**config.mk**
```make
export PLATFORM = sky130hd
export DESIGN_NAME = ms_fifo_ahbl_flat
export DESIGN_NICKNAME = d
export VERILOG_FILES = /design/src/rtl/ms_fifo_pkg.sv /design/src/rtl/ms_fifo_ahbl_if.sv /design/src/rtl/ms_sync_fifo.sv /design/src/rtl/ms_fifo_ahbl.sv /design/src/flat_wrapper.sv
export SDC_FILE = /design/constraint.sdc
export NUM_CORES = 1
export LEC_CHECK = 0
export ABC_AREA = 0
export BUFFER_PORTS_ARGS = -buffer_cell sky130_fd_sc_hd__buf_2
export CAP_MARGIN = 20
export CORE_ASPECT_RATIO = 0.75
export CORE_MARGIN = 4
export CORE_UTILIZATION = 40
export DETAILED_ROUTE_END_ITERATION = 6
export HOLD_SLACK_MARGIN = 0.08
export MAX_ROUTING_LAYER = met4
export PLACE_DENSITY_LB_ADDON = 0.1
export REMOVE_ABC_BUFFERS = 1
export SKIP_CTS_REPAIR_TIMING = 1
export SLEW_MARGIN = 10
export SYNTH_ARGS = -nofsm -noshare
export SYNTH_HDL_FRONTEND = slang
export SYNTH_SLANG_ARGS = --single-unit
```
**constraint.sdc**
```tcl
create_clock -name HCLK -period 8.5 [get_ports HCLK]
set_clock_uncertainty 0.1 [all_clocks]
set_input_delay 0.85 -clock HCLK [delete_from_list [all_inputs] [get_ports HCLK]]
set_output_delay 0.85 -clock HCLK [all_outputs]
set_load 0.05 [all_outputs]
```
**src/rtl/ms_fifo_pkg.sv**
```systemverilog
// ms_fifo_pkg: shared register map, bit positions and address decode for ms_fifo_ahbl.
//   Offsets are HADDR[7:0]; reg_sel_e is the decoded register carried into the data phase.
package ms_fifo_pkg;

   localparam logic [7:0] AddrData   = 8'h00;
   localparam logic [7:0] AddrStatus = 8'h04;
   localparam logic [7:0] AddrThresh = 8'h08;
   localparam logic [7:0] AddrCtrl   = 8'h0C;
   localparam logic [7:0] AddrOvfclr = 8'h10;

   localparam int unsigned CtrlEnBit    = 0;
   localparam int unsigned CtrlFlushBit = 1;
   localparam int unsigned CtrlIeBit    = 2;

   localparam int unsigned StatEmptyBit = 0;
   localparam int unsigned StatFullBit  = 1;
   localparam int unsigned StatOvfBit   = 2;
   localparam int unsigned StatLevelLsb = 8;

   localparam logic [31:0] DefaultRdata = 32'hDEAD_BEEF;

   typedef enum logic [2:0] {
      RegData,
      RegStatus,
      RegThresh,
      RegCtrl,
      RegOvfclr,
      RegNone
   } reg_sel_e;

   function automatic reg_sel_e decode_addr(input logic [7:0] addr);
      reg_sel_e sel;
      case (addr)
         AddrData:   sel = RegData;
         AddrStatus: sel = RegStatus;
         AddrThresh: sel = RegThresh;
         AddrCtrl:   sel = RegCtrl;
         AddrOvfclr: sel = RegOvfclr;
         default:    sel = RegNone;
      endcase
      return sel;
   endfunction

endpackage

```
**src/rtl/ms_fifo_ahbl_if.sv**
```systemverilog
// ms_fifo_ahbl_if: AHB-Lite slave-side bus bundle.
//   master modport: drives address/control/write data, sees HREADY, HREADYOUT, HRDATA.
//   slave modport : sees address/control/write data and HREADY, drives HREADYOUT, HRDATA.
interface ms_fifo_ahbl_if;

   logic        HSEL;
   logic [31:0] HADDR;
   logic [1:0]  HTRANS;
   logic        HWRITE;
   logic [2:0]  HSIZE;
   logic        HREADY;
   logic [31:0] HWDATA;
   logic        HREADYOUT;
   logic [31:0] HRDATA;

   modport master (
      output HSEL, HADDR, HTRANS, HWRITE, HSIZE, HWDATA,
      input  HREADY, HREADYOUT, HRDATA
   );

   modport slave (
      input  HSEL, HADDR, HTRANS, HWRITE, HSIZE, HREADY, HWDATA,
      output HREADYOUT, HRDATA
   );

endinterface

```
**src/rtl/ms_sync_fifo.sv**
```systemverilog
// ms_sync_fifo: single-clock FIFO storage with pointers and occupancy count.
//   HCLK, HRESETn : clock, synchronous active-low reset (pointers and level only)
//   push/push_data: write a word (ignored when full)
//   pop           : drop the head word (ignored when empty)
//   flush         : empty the FIFO, overriding a same-cycle push/pop
//   data          : head word, zero while empty
//   full/empty    : occupancy flags; level: 0..DEPTH
module ms_sync_fifo #(
   parameter int unsigned DEPTH  = 16,
   parameter int unsigned DATA_W = 32
) (
   input  logic                     HCLK,
   input  logic                     HRESETn,
   input  logic                     push,
   input  logic [DATA_W-1:0]        push_data,
   input  logic                     pop,
   input  logic                     flush,
   output logic [DATA_W-1:0]        data,
   output logic                     full,
   output logic                     empty,
   output logic [$clog2(DEPTH):0]   level
);

   localparam int unsigned AW = $clog2(DEPTH);
   localparam int unsigned LW = AW + 1;

   logic [DATA_W-1:0] mem_q [DEPTH];
   logic [AW-1:0]     wr_ptr_q, rd_ptr_q;
   logic [LW-1:0]     level_q;
   logic              do_push, do_pop;

   always_comb begin
      full    = (level_q == LW'(DEPTH));
      empty   = (level_q == '0);
      do_push = push & ~full;
      do_pop  = pop & ~empty;
      level   = level_q;
      data    = empty ? '0 : mem_q[rd_ptr_q];
   end

   // Pointers are AW bits wide, so DEPTH being a power of two gives free wrap.
   always_ff @(posedge HCLK) begin
      if (!HRESETn || flush) begin
         wr_ptr_q <= '0;
         rd_ptr_q <= '0;
         level_q  <= '0;
      end else begin
         if (do_push) wr_ptr_q <= wr_ptr_q + AW'(1);
         if (do_pop)  rd_ptr_q <= rd_ptr_q + AW'(1);
         case ({do_push, do_pop})
            2'b10:   level_q <= level_q + LW'(1);
            2'b01:   level_q <= level_q - LW'(1);
            default: level_q <= level_q;
         endcase
      end
   end

   always_ff @(posedge HCLK) begin
      if (do_push && !flush) mem_q[wr_ptr_q] <= push_data;
   end

endmodule

```
**src/rtl/ms_fifo_ahbl.sv**
```systemverilog
// ms_fifo_ahbl: AHB-Lite fed FIFO with a streaming output and a low-level interrupt.
//   HCLK, HRESETn : clock, synchronous active-low reset
//   ahb           : AHB-Lite slave port (registers DATA/STATUS/THRESH/CTRL/OVFCLR)
//   IRQ           : IE & EN & (LEVEL <= THRESH), asks an upstream DMA to refill
//   OUT_DATA      : head-of-FIFO word; OUT_VALID: not empty and EN set
//   OUT_READY     : consumer accepts OUT_DATA (pops on OUT_VALID & OUT_READY)
module ms_fifo_ahbl
   import ms_fifo_pkg::*;
#(
   parameter int unsigned DEPTH = 16,
   parameter int unsigned THR_W = $clog2(DEPTH) + 1
) (
   input  logic                HCLK,
   input  logic                HRESETn,
   ms_fifo_ahbl_if.slave       ahb,
   output logic                IRQ,
   output logic [31:0]         OUT_DATA,
   output logic                OUT_VALID,
   input  logic                OUT_READY
);

   localparam int unsigned LVL_W = $clog2(DEPTH) + 1;

   // Data-phase state captured from the address phase.
   logic         dp_valid_q;
   logic         dp_write_q;
   reg_sel_e     dp_sel_q;

   logic         en_q, ie_q, ovf_q;
   logic [THR_W-1:0] thresh_q;

   logic             fifo_full, fifo_empty;
   logic [LVL_W-1:0] fifo_level;
   logic [31:0]      fifo_head;

   logic         wr_active, wr_data, stall, push, pop, flush;
   logic [31:0]  level_ext, status_word, ctrl_word;
   logic         unused_ok;

   assign unused_ok = ^{ahb.HSIZE, ahb.HADDR[31:8], ahb.HTRANS[0]};

   always_comb begin
      wr_active = dp_valid_q & dp_write_q;
      wr_data   = wr_active & (dp_sel_q == RegData);
      // A DATA write only waits when the FIFO is enabled; disabled writes are dropped.
      stall     = wr_data & en_q & fifo_full;
      push      = wr_data & en_q & ~fifo_full;
      flush     = wr_active & (dp_sel_q == RegCtrl) & ahb.HWDATA[CtrlFlushBit];
      OUT_VALID = en_q & ~fifo_empty;
      OUT_DATA  = fifo_head;
      pop       = OUT_VALID & OUT_READY;
      ahb.HREADYOUT = ~stall;
   end

   ms_sync_fifo #(
      .DEPTH  (DEPTH),
      .DATA_W (32)
   ) u_fifo (
      .HCLK      (HCLK),
      .HRESETn   (HRESETn),
      .push      (push),
      .push_data (ahb.HWDATA),
      .pop       (pop),
      .flush     (flush),
      .data      (fifo_head),
      .full      (fifo_full),
      .empty     (fifo_empty),
      .level     (fifo_level)
   );

   // Address phase is only taken while the bus is ready, so a stalled DATA write
   // keeps its data-phase slot until space appears.
   always_ff @(posedge HCLK) begin
      if (!HRESETn) begin
         dp_valid_q <= 1'b0;
         dp_write_q <= 1'b0;
         dp_sel_q   <= RegNone;
      end else if (ahb.HREADY) begin
         dp_valid_q <= ahb.HSEL & ahb.HTRANS[1];
         dp_write_q <= ahb.HWRITE;
         dp_sel_q   <= decode_addr(ahb.HADDR[7:0]);
      end
   end

   always_ff @(posedge HCLK) begin
      if (!HRESETn) begin
         en_q     <= 1'b0;
         ie_q     <= 1'b0;
         ovf_q    <= 1'b0;
         thresh_q <= '0;
      end else begin
         if (wr_active && (dp_sel_q == RegThresh)) begin
            thresh_q <= ahb.HWDATA[THR_W-1:0];
         end
         if (wr_active && (dp_sel_q == RegCtrl)) begin
            en_q <= ahb.HWDATA[CtrlEnBit];
            ie_q <= ahb.HWDATA[CtrlIeBit];
         end
         if (wr_data && !en_q) begin
            ovf_q <= 1'b1;
         end else if (wr_active && (dp_sel_q == RegOvfclr) && ahb.HWDATA[0]) begin
            ovf_q <= 1'b0;
         end
      end
   end

   always_comb begin
      level_ext   = 32'(fifo_level);
      status_word = '0;
      status_word[StatEmptyBit] = fifo_empty;
      status_word[StatFullBit]  = fifo_full;
      status_word[StatOvfBit]   = ovf_q;
      status_word[StatLevelLsb +: 8] = level_ext[7:0];

      ctrl_word = '0;
      ctrl_word[CtrlEnBit] = en_q;
      ctrl_word[CtrlIeBit] = ie_q;

      case (dp_sel_q)
         RegData:   ahb.HRDATA = fifo_head;
         RegStatus: ahb.HRDATA = status_word;
         RegThresh: ahb.HRDATA = 32'(thresh_q);
         RegCtrl:   ahb.HRDATA = ctrl_word;
         RegOvfclr: ahb.HRDATA = '0;
         default:   ahb.HRDATA = DefaultRdata;
      endcase

      IRQ = ie_q & en_q & (level_ext <= 32'(thresh_q));
   end

endmodule

```
**src/flat_wrapper.sv**
```systemverilog
// flat-port wrapper written by rule: the top's interface ports become plain ports
module ms_fifo_ahbl_flat import ms_fifo_pkg::*;
#(
   parameter int unsigned DEPTH = 16,
   parameter int unsigned THR_W = $clog2(DEPTH) + 1
)
  (HCLK, HRESETn, IRQ, OUT_DATA, OUT_VALID, OUT_READY, ahb_HSEL, ahb_HADDR, ahb_HTRANS, ahb_HWRITE, ahb_HSIZE, ahb_HREADY, ahb_HWDATA, ahb_HREADYOUT, ahb_HRDATA);
  ms_fifo_ahbl_if ahb_i ();
  input  logic HCLK;
  input  logic HRESETn;
  output logic IRQ;
  output logic [31:0] OUT_DATA;
  output logic OUT_VALID;
  input  logic OUT_READY;
  input wire logic [$bits(ahb_i.HSEL)-1:0] ahb_HSEL;
  input wire logic [$bits(ahb_i.HADDR)-1:0] ahb_HADDR;
  input wire logic [$bits(ahb_i.HTRANS)-1:0] ahb_HTRANS;
  input wire logic [$bits(ahb_i.HWRITE)-1:0] ahb_HWRITE;
  input wire logic [$bits(ahb_i.HSIZE)-1:0] ahb_HSIZE;
  input wire logic [$bits(ahb_i.HREADY)-1:0] ahb_HREADY;
  input wire logic [$bits(ahb_i.HWDATA)-1:0] ahb_HWDATA;
  output wire logic [$bits(ahb_i.HREADYOUT)-1:0] ahb_HREADYOUT;
  output wire logic [$bits(ahb_i.HRDATA)-1:0] ahb_HRDATA;
  assign ahb_i.HSEL = ahb_HSEL;
  assign ahb_i.HADDR = ahb_HADDR;
  assign ahb_i.HTRANS = ahb_HTRANS;
  assign ahb_i.HWRITE = ahb_HWRITE;
  assign ahb_i.HSIZE = ahb_HSIZE;
  assign ahb_i.HREADY = ahb_HREADY;
  assign ahb_i.HWDATA = ahb_HWDATA;
  assign ahb_HREADYOUT = ahb_i.HREADYOUT;
  assign ahb_HRDATA = ahb_i.HRDATA;
  ms_fifo_ahbl #(.DEPTH(DEPTH), .THR_W(THR_W)) u_core (.HCLK(HCLK), .HRESETn(HRESETn), .ahb(ahb_i), .IRQ(IRQ), .OUT_DATA(OUT_DATA), .OUT_VALID(OUT_VALID), .OUT_READY(OUT_READY));
endmodule
```
==> impl_metrics.prom <==
# TYPE chip_impl_metric gauge
chip_impl_info{name="outcome",value="finished, violations left"} 1
chip_impl_info{name="violations_in_the_final_reports",value="DRC"} 1
chip_impl_metric{name="grt_pass1_vias",unit=""} 10600
chip_impl_metric{name="global_route_wire_length_before_repair",unit="um"} 73700
chip_impl_metric{name="power_per_cell_area",unit="mW/mm2"} 219
chip_impl_metric{name="fin_total_pwr",unit="uW"} 5440
chip_impl_info{name="min_path_type",value="register to register"} 1
chip_impl_metric{name="first_pass_iters",unit=""} 7
chip_impl_metric{name="maxCapViolations",unit=""} 0
chip_impl_metric{name="finalWorstPathRequiredPeriod",unit="ns"} 5.01
chip_impl_metric{name="ioPinCount",unit=""} 142
chip_impl_info{name="synth_flop_cell",value="sky130_fd_sc_hd__edfxtp_1"} 1
chip_impl_metric{name="synth.cell_area",unit="mm2"} 0.0214
chip_impl_metric{name="synth_mux_area_frac",unit=""} 0.173
chip_impl_metric{name="synthAdderAreaFrac",unit=""} 0.00759
chip_impl_metric{name="io_buffers",unit=""} 113
chip_impl_metric{name="routed_wirelength",unit="um"} 50200
chip_impl_metric{name="async_reset_ff_frac",unit=""} 0
chip_impl_metric{name="post-route-drc-count",unit=""} 2
chip_impl_metric{name="numClockSinks",unit=""} 542
chip_impl_metric{name="timing.fmax",unit="MHz"} 199
chip_impl_metric{name="hold_slack",unit="ns"} 0.407
chip_impl_metric{name="post-dp-hpwl",unit="um"} 27000
chip_impl_metric{name="yosys_warnings",unit=""} 0
chip_impl_metric{name="register_bit_count_reported_by_yosys",unit=""} 542
chip_impl_metric{name="postRouteAntennaNets",unit=""} 0
chip_impl_metric{name="share_of_synthesized_cell_area_in_and_or_nand_and_nor_gates",unit=""} 0.0386
chip_impl_metric{name="worst_setup_hold_path_clk_slew",unit="ns"} 0.06
chip_impl_metric{name="fp.dieW",unit="um"} 275
chip_impl_metric{name="final_layout_size_suffix_gt1_frac",unit=""} 0.328
chip_impl_metric{name="final_weighted_congestion_in_routability_driven_placement",unit=""} 0.780
chip_impl_metric{name="parity_gate_share_of_the_synthesized_area_counting_xor_and_xnor_cells",unit=""} 0.00490
chip_impl_metric{name="stdcell_area",unit="mm2"} 0.0248
chip_impl_metric{name="grt_start_max_net_pins",unit=""} 93
chip_impl_info{name="critical_path_class",value="register to primary output"} 1
chip_impl_metric{name="netlist-cell-type-count",unit=""} 44
chip_impl_metric{name="tightest_pin_transition",unit="ns"} 1.06
chip_impl_metric{name="finalCoreUtilization",unit=""} 0.468
chip_impl_metric{name="postSynthCellCount",unit=""} 1040
chip_impl_metric{name="area.growth.synth_to_final",unit="%"} 15.7
chip_impl_metric{name="max-vdd-ir-drop",unit="uV"} 144
chip_impl_metric{name="grt_usage",unit=""} 0.182
chip_impl_info{name="end_kind",value="primary output"} 1
chip_impl_metric{name="worst_skew_pair_latency",unit="ns"} 0.59
chip_impl_metric{name="dr_total_vias",unit=""} 10500
chip_impl_metric{name="worstPathArrival",unit="ns"} 4.06
chip_impl_metric{name="post_dp_cell_area",unit="mm2"} 0.0230
chip_impl_metric{name="cts_max_path_buffers",unit=""} 3
chip_impl_metric{name="maxSlewViolCount",unit=""} 0
chip_impl_metric{name="antenna_violations_before_repair",unit=""} 2
chip_impl_metric{name="vias_per_cell",unit=""} 5.40
chip_impl_metric{name="setup_viol",unit=""} 0
chip_impl_metric{name="timing_hold_violations_final",unit=""} 0
chip_impl_metric{name="detailedRoute.firstIterationViolations",unit=""} 1036
chip_impl_metric{name="gr-total-overflow",unit=""} 0
chip_impl_info{name="cts.root.buffer_cell",value="sky130_fd_sc_hd__clkbuf_16"} 1
chip_impl_metric{name="timing.critical_path.fanout_max",unit=""} 66
chip_impl_metric{name="compound_gate_fraction_of_synth_area",unit=""} 0.0155
chip_impl_metric{name="core-area",unit="mm2"} 0.0530
chip_impl_metric{name="ctsHtreeMaxLevel",unit=""} 2
chip_impl_info{name="synth_top_family_by_area",value="multiplexers"} 1
chip_impl_metric{name="chipHeight",unit="um"} 208
chip_impl_metric{name="worst-endpoint-required",unit="ns"} 7.55
chip_impl_info{name="setup.worst_path.start_class",value="register"} 1
chip_impl_metric{name="initial_utilization",unit=""} 0.405
chip_impl_info{name="grt_setup_unrepaired",value="false"} 1
chip_impl_metric{name="num_rows",unit=""} 73
chip_impl_info{name="cts_tree",value="yes"} 1
chip_impl_metric{name="leakagePower",unit="uW"} 0.00767
chip_impl_metric{name="synth.avg_cell_area",unit="um2"} 20.6
chip_impl_metric{name="wire_per_inst",unit="um"} 25.9
chip_impl_metric{name="seq_total_area_yosys",unit=""} 0.745
chip_impl_metric{name="cts-buffers-inserted",unit=""} 53
chip_impl_metric{name="final_worst_path_period_share",unit=""} 0.590
chip_impl_metric{name="layout.filler_cells",unit=""} 4488
chip_impl_metric{name="dieArea",unit="mm2"} 0.0574
chip_impl_metric{name="slew-limit-headroom",unit=""} 0.295
chip_impl_metric{name="synth_edf_count",unit=""} 512
chip_impl_metric{name="count_of_nets_after_finishing",unit=""} 1267
## final cells by class
| class | instances | area [um2] | area share |
|---|---|---|---|
| multi-input cells | 430 | 5270 | 0.212 |
| inverters | 10 | 40.0 | 0.00161 |
| clock inverters | 36 | 417 | 0.0168 |
| repair buffers | 142 | 796 | 0.0321 |
| flip-flops and latches | 542 | 16000 | 0.644 |
| diodes | 1 | 2.50 | 0.000101 |
| clock buffers | 63 | 1410 | 0.0567 |
| well taps | 712 | 891 | 0.0359 |
## final timing paths
check | slack (ns) | endpoint | cells after the start | from
setup / recovery | 3.49 | ahb_HRDATA[9] | 7 | register
hold / removal | 0.41 | register | 2 | u_core.u_fifo.rd_ptr_q[3]
setup reg to reg | 4.62 | u_core.u_fifo.level[4] | 12 | u_core.u_fifo.level[2]
hold reg to reg | 0.41 | register | 2 | u_core.u_fifo.rd_ptr_q[3]
## flip-flops by register name (all words and copies together), names as in the netlist, named ones only
name,count
u_core.dp_write_q,1
u_core.dp_valid_q,1
u_core.ovf_q,1
u_core.ie_q,1
u_core.thresh_q,5
u_core.u_fifo.wr_ptr_q,4
u_core.u_fifo.mem_q,512
u_core.en_q,1
u_core.u_fifo.level,5
u_core.dp_sel_q,3
u_core.u_fifo.rd_ptr_q,4
## per-layer routing
layer | vias to the layer above | track usage | routed length (um)
li1 | 4534 | - | -
met1 | 5552 | 0.280 | 24000
met2 | 303 | 0.257 | 22500
met3 | 61 | 0.0322 | 2890
met4 | 0 | 0.0369 | 779
met5 | - | - | 0
## critical path: stages, from the launching register on
cell	delay, ns
sky130_fd_sc_hd__dfxtp_4	1.06
sky130_fd_sc_hd__buf_4	0.91
sky130_fd_sc_hd__mux4_2	0.36
sky130_fd_sc_hd__mux2i_1	0.09
sky130_fd_sc_hd__o22ai_1	0.41
sky130_fd_sc_hd__a22oi_1	0.14
sky130_fd_sc_hd__o21ai_1	0.17
sky130_fd_sc_hd__buf_2	0.29
## per-stage QoR
step           setup TNS [ns]  worst slack (ns)  std cells
5_1_grt                     0              3.15       1936
2_1_floorplan           -3.56            -0.575        982
4_1_cts                     0              3.32       1935
3_5_place_dp                0              3.97       1836
3_3_place_gp                0              4.01       1836
6_report                    0              3.49       1936
## synthesized netlist by cell type (2+ instances only)
master	n	share of area
sky130_fd_sc_hd__nand2b_1	4	0.0012
sky130_fd_sc_hd__buf_4	2	0.00070
sky130_fd_sc_hd__o21ai_1	2	0.00047
sky130_fd_sc_hd__edfxtp_1	512	0.72
sky130_fd_sc_hd__nor2_1	38	0.0067
sky130_fd_sc_hd__o21a_1	5	0.0018
sky130_fd_sc_hd__xnor2_1	6	0.0025
sky130_fd_sc_hd__o22a_1	2	0.00082
sky130_fd_sc_hd__mux4_2	153	0.16
sky130_fd_sc_hd__nand4_1	4	0.0012
sky130_fd_sc_hd__nor3_1	11	0.0026
sky130_fd_sc_hd__nor4_1	2	0.00058
sky130_fd_sc_hd__dfxtp_1	30	0.028
sky130_fd_sc_hd__o21ai_0	11	0.0026
sky130_fd_sc_hd__nand2_1	63	0.011
sky130_fd_sc_hd__o22ai_1	11	0.0032
sky130_fd_sc_hd__a21boi_0	2	0.00070
sky130_fd_sc_hd__clkbuf_1	25	0.0044
sky130_fd_sc_hd__a22oi_1	5	0.0018
sky130_fd_sc_hd__xor2_1	6	0.0025
sky130_fd_sc_hd__ha_1	13	0.0076
sky130_fd_sc_hd__inv_1	9	0.0016
sky130_fd_sc_hd__nand3_1	3	0.00070
sky130_fd_sc_hd__buf_1	6	0.0011
sky130_fd_sc_hd__a21oi_1	9	0.0021
sky130_fd_sc_hd__buf_6	2	0.0011
sky130_fd_sc_hd__and2_1	7	0.0020
sky130_fd_sc_hd__mux2i_1	26	0.012
sky130_fd_sc_hd__buf_2	21	0.0049
sky130_fd_sc_hd__nor2b_1	36	0.011
## cells in the final DEF, fill, tap and decap left out, drive strengths merged, types with 3 or more instances in the layout
cell type / count
xnor2: 6
ha: 13
nand2b: 4
a21oi: 9
nand3: 3
o21a: 5
clkinv: 24
o22ai: 11
o21ai: 13
a22oi: 5
nor2b: 36
nand2: 63
buf: 142
clkbuf: 63
edfxtp: 512
xor2: 6
bufinv: 9
mux4: 153
nand4: 4
nor2: 38
inv: 11
mux2i: 26
and2: 7
nor3: 11
dfxtp: 30
## logic make-up (layout without fill, tap and decap cells)
kind of cell | Yosys count | count (layout)
adder cells (fa/ha/maj) | 13 | 13
AND/OR/NAND/NOR | 174 | 174
multiplexers | 179 | 179
AO/OA/AOI/OAI | 52 | 52
buffers and inverters | 68 | 251
other | 0 | 1
XOR/XNOR | 12 | 12
flip-flops | 542 | 542
## where the power goes
part,switching (uW),internal [uW],leakage [uW]
logic,41.8,10.3,0.00194
clock network,1010,1460,0.000884
registers,0.815,2920,0.00484
(Power assumes the default switching activity.)
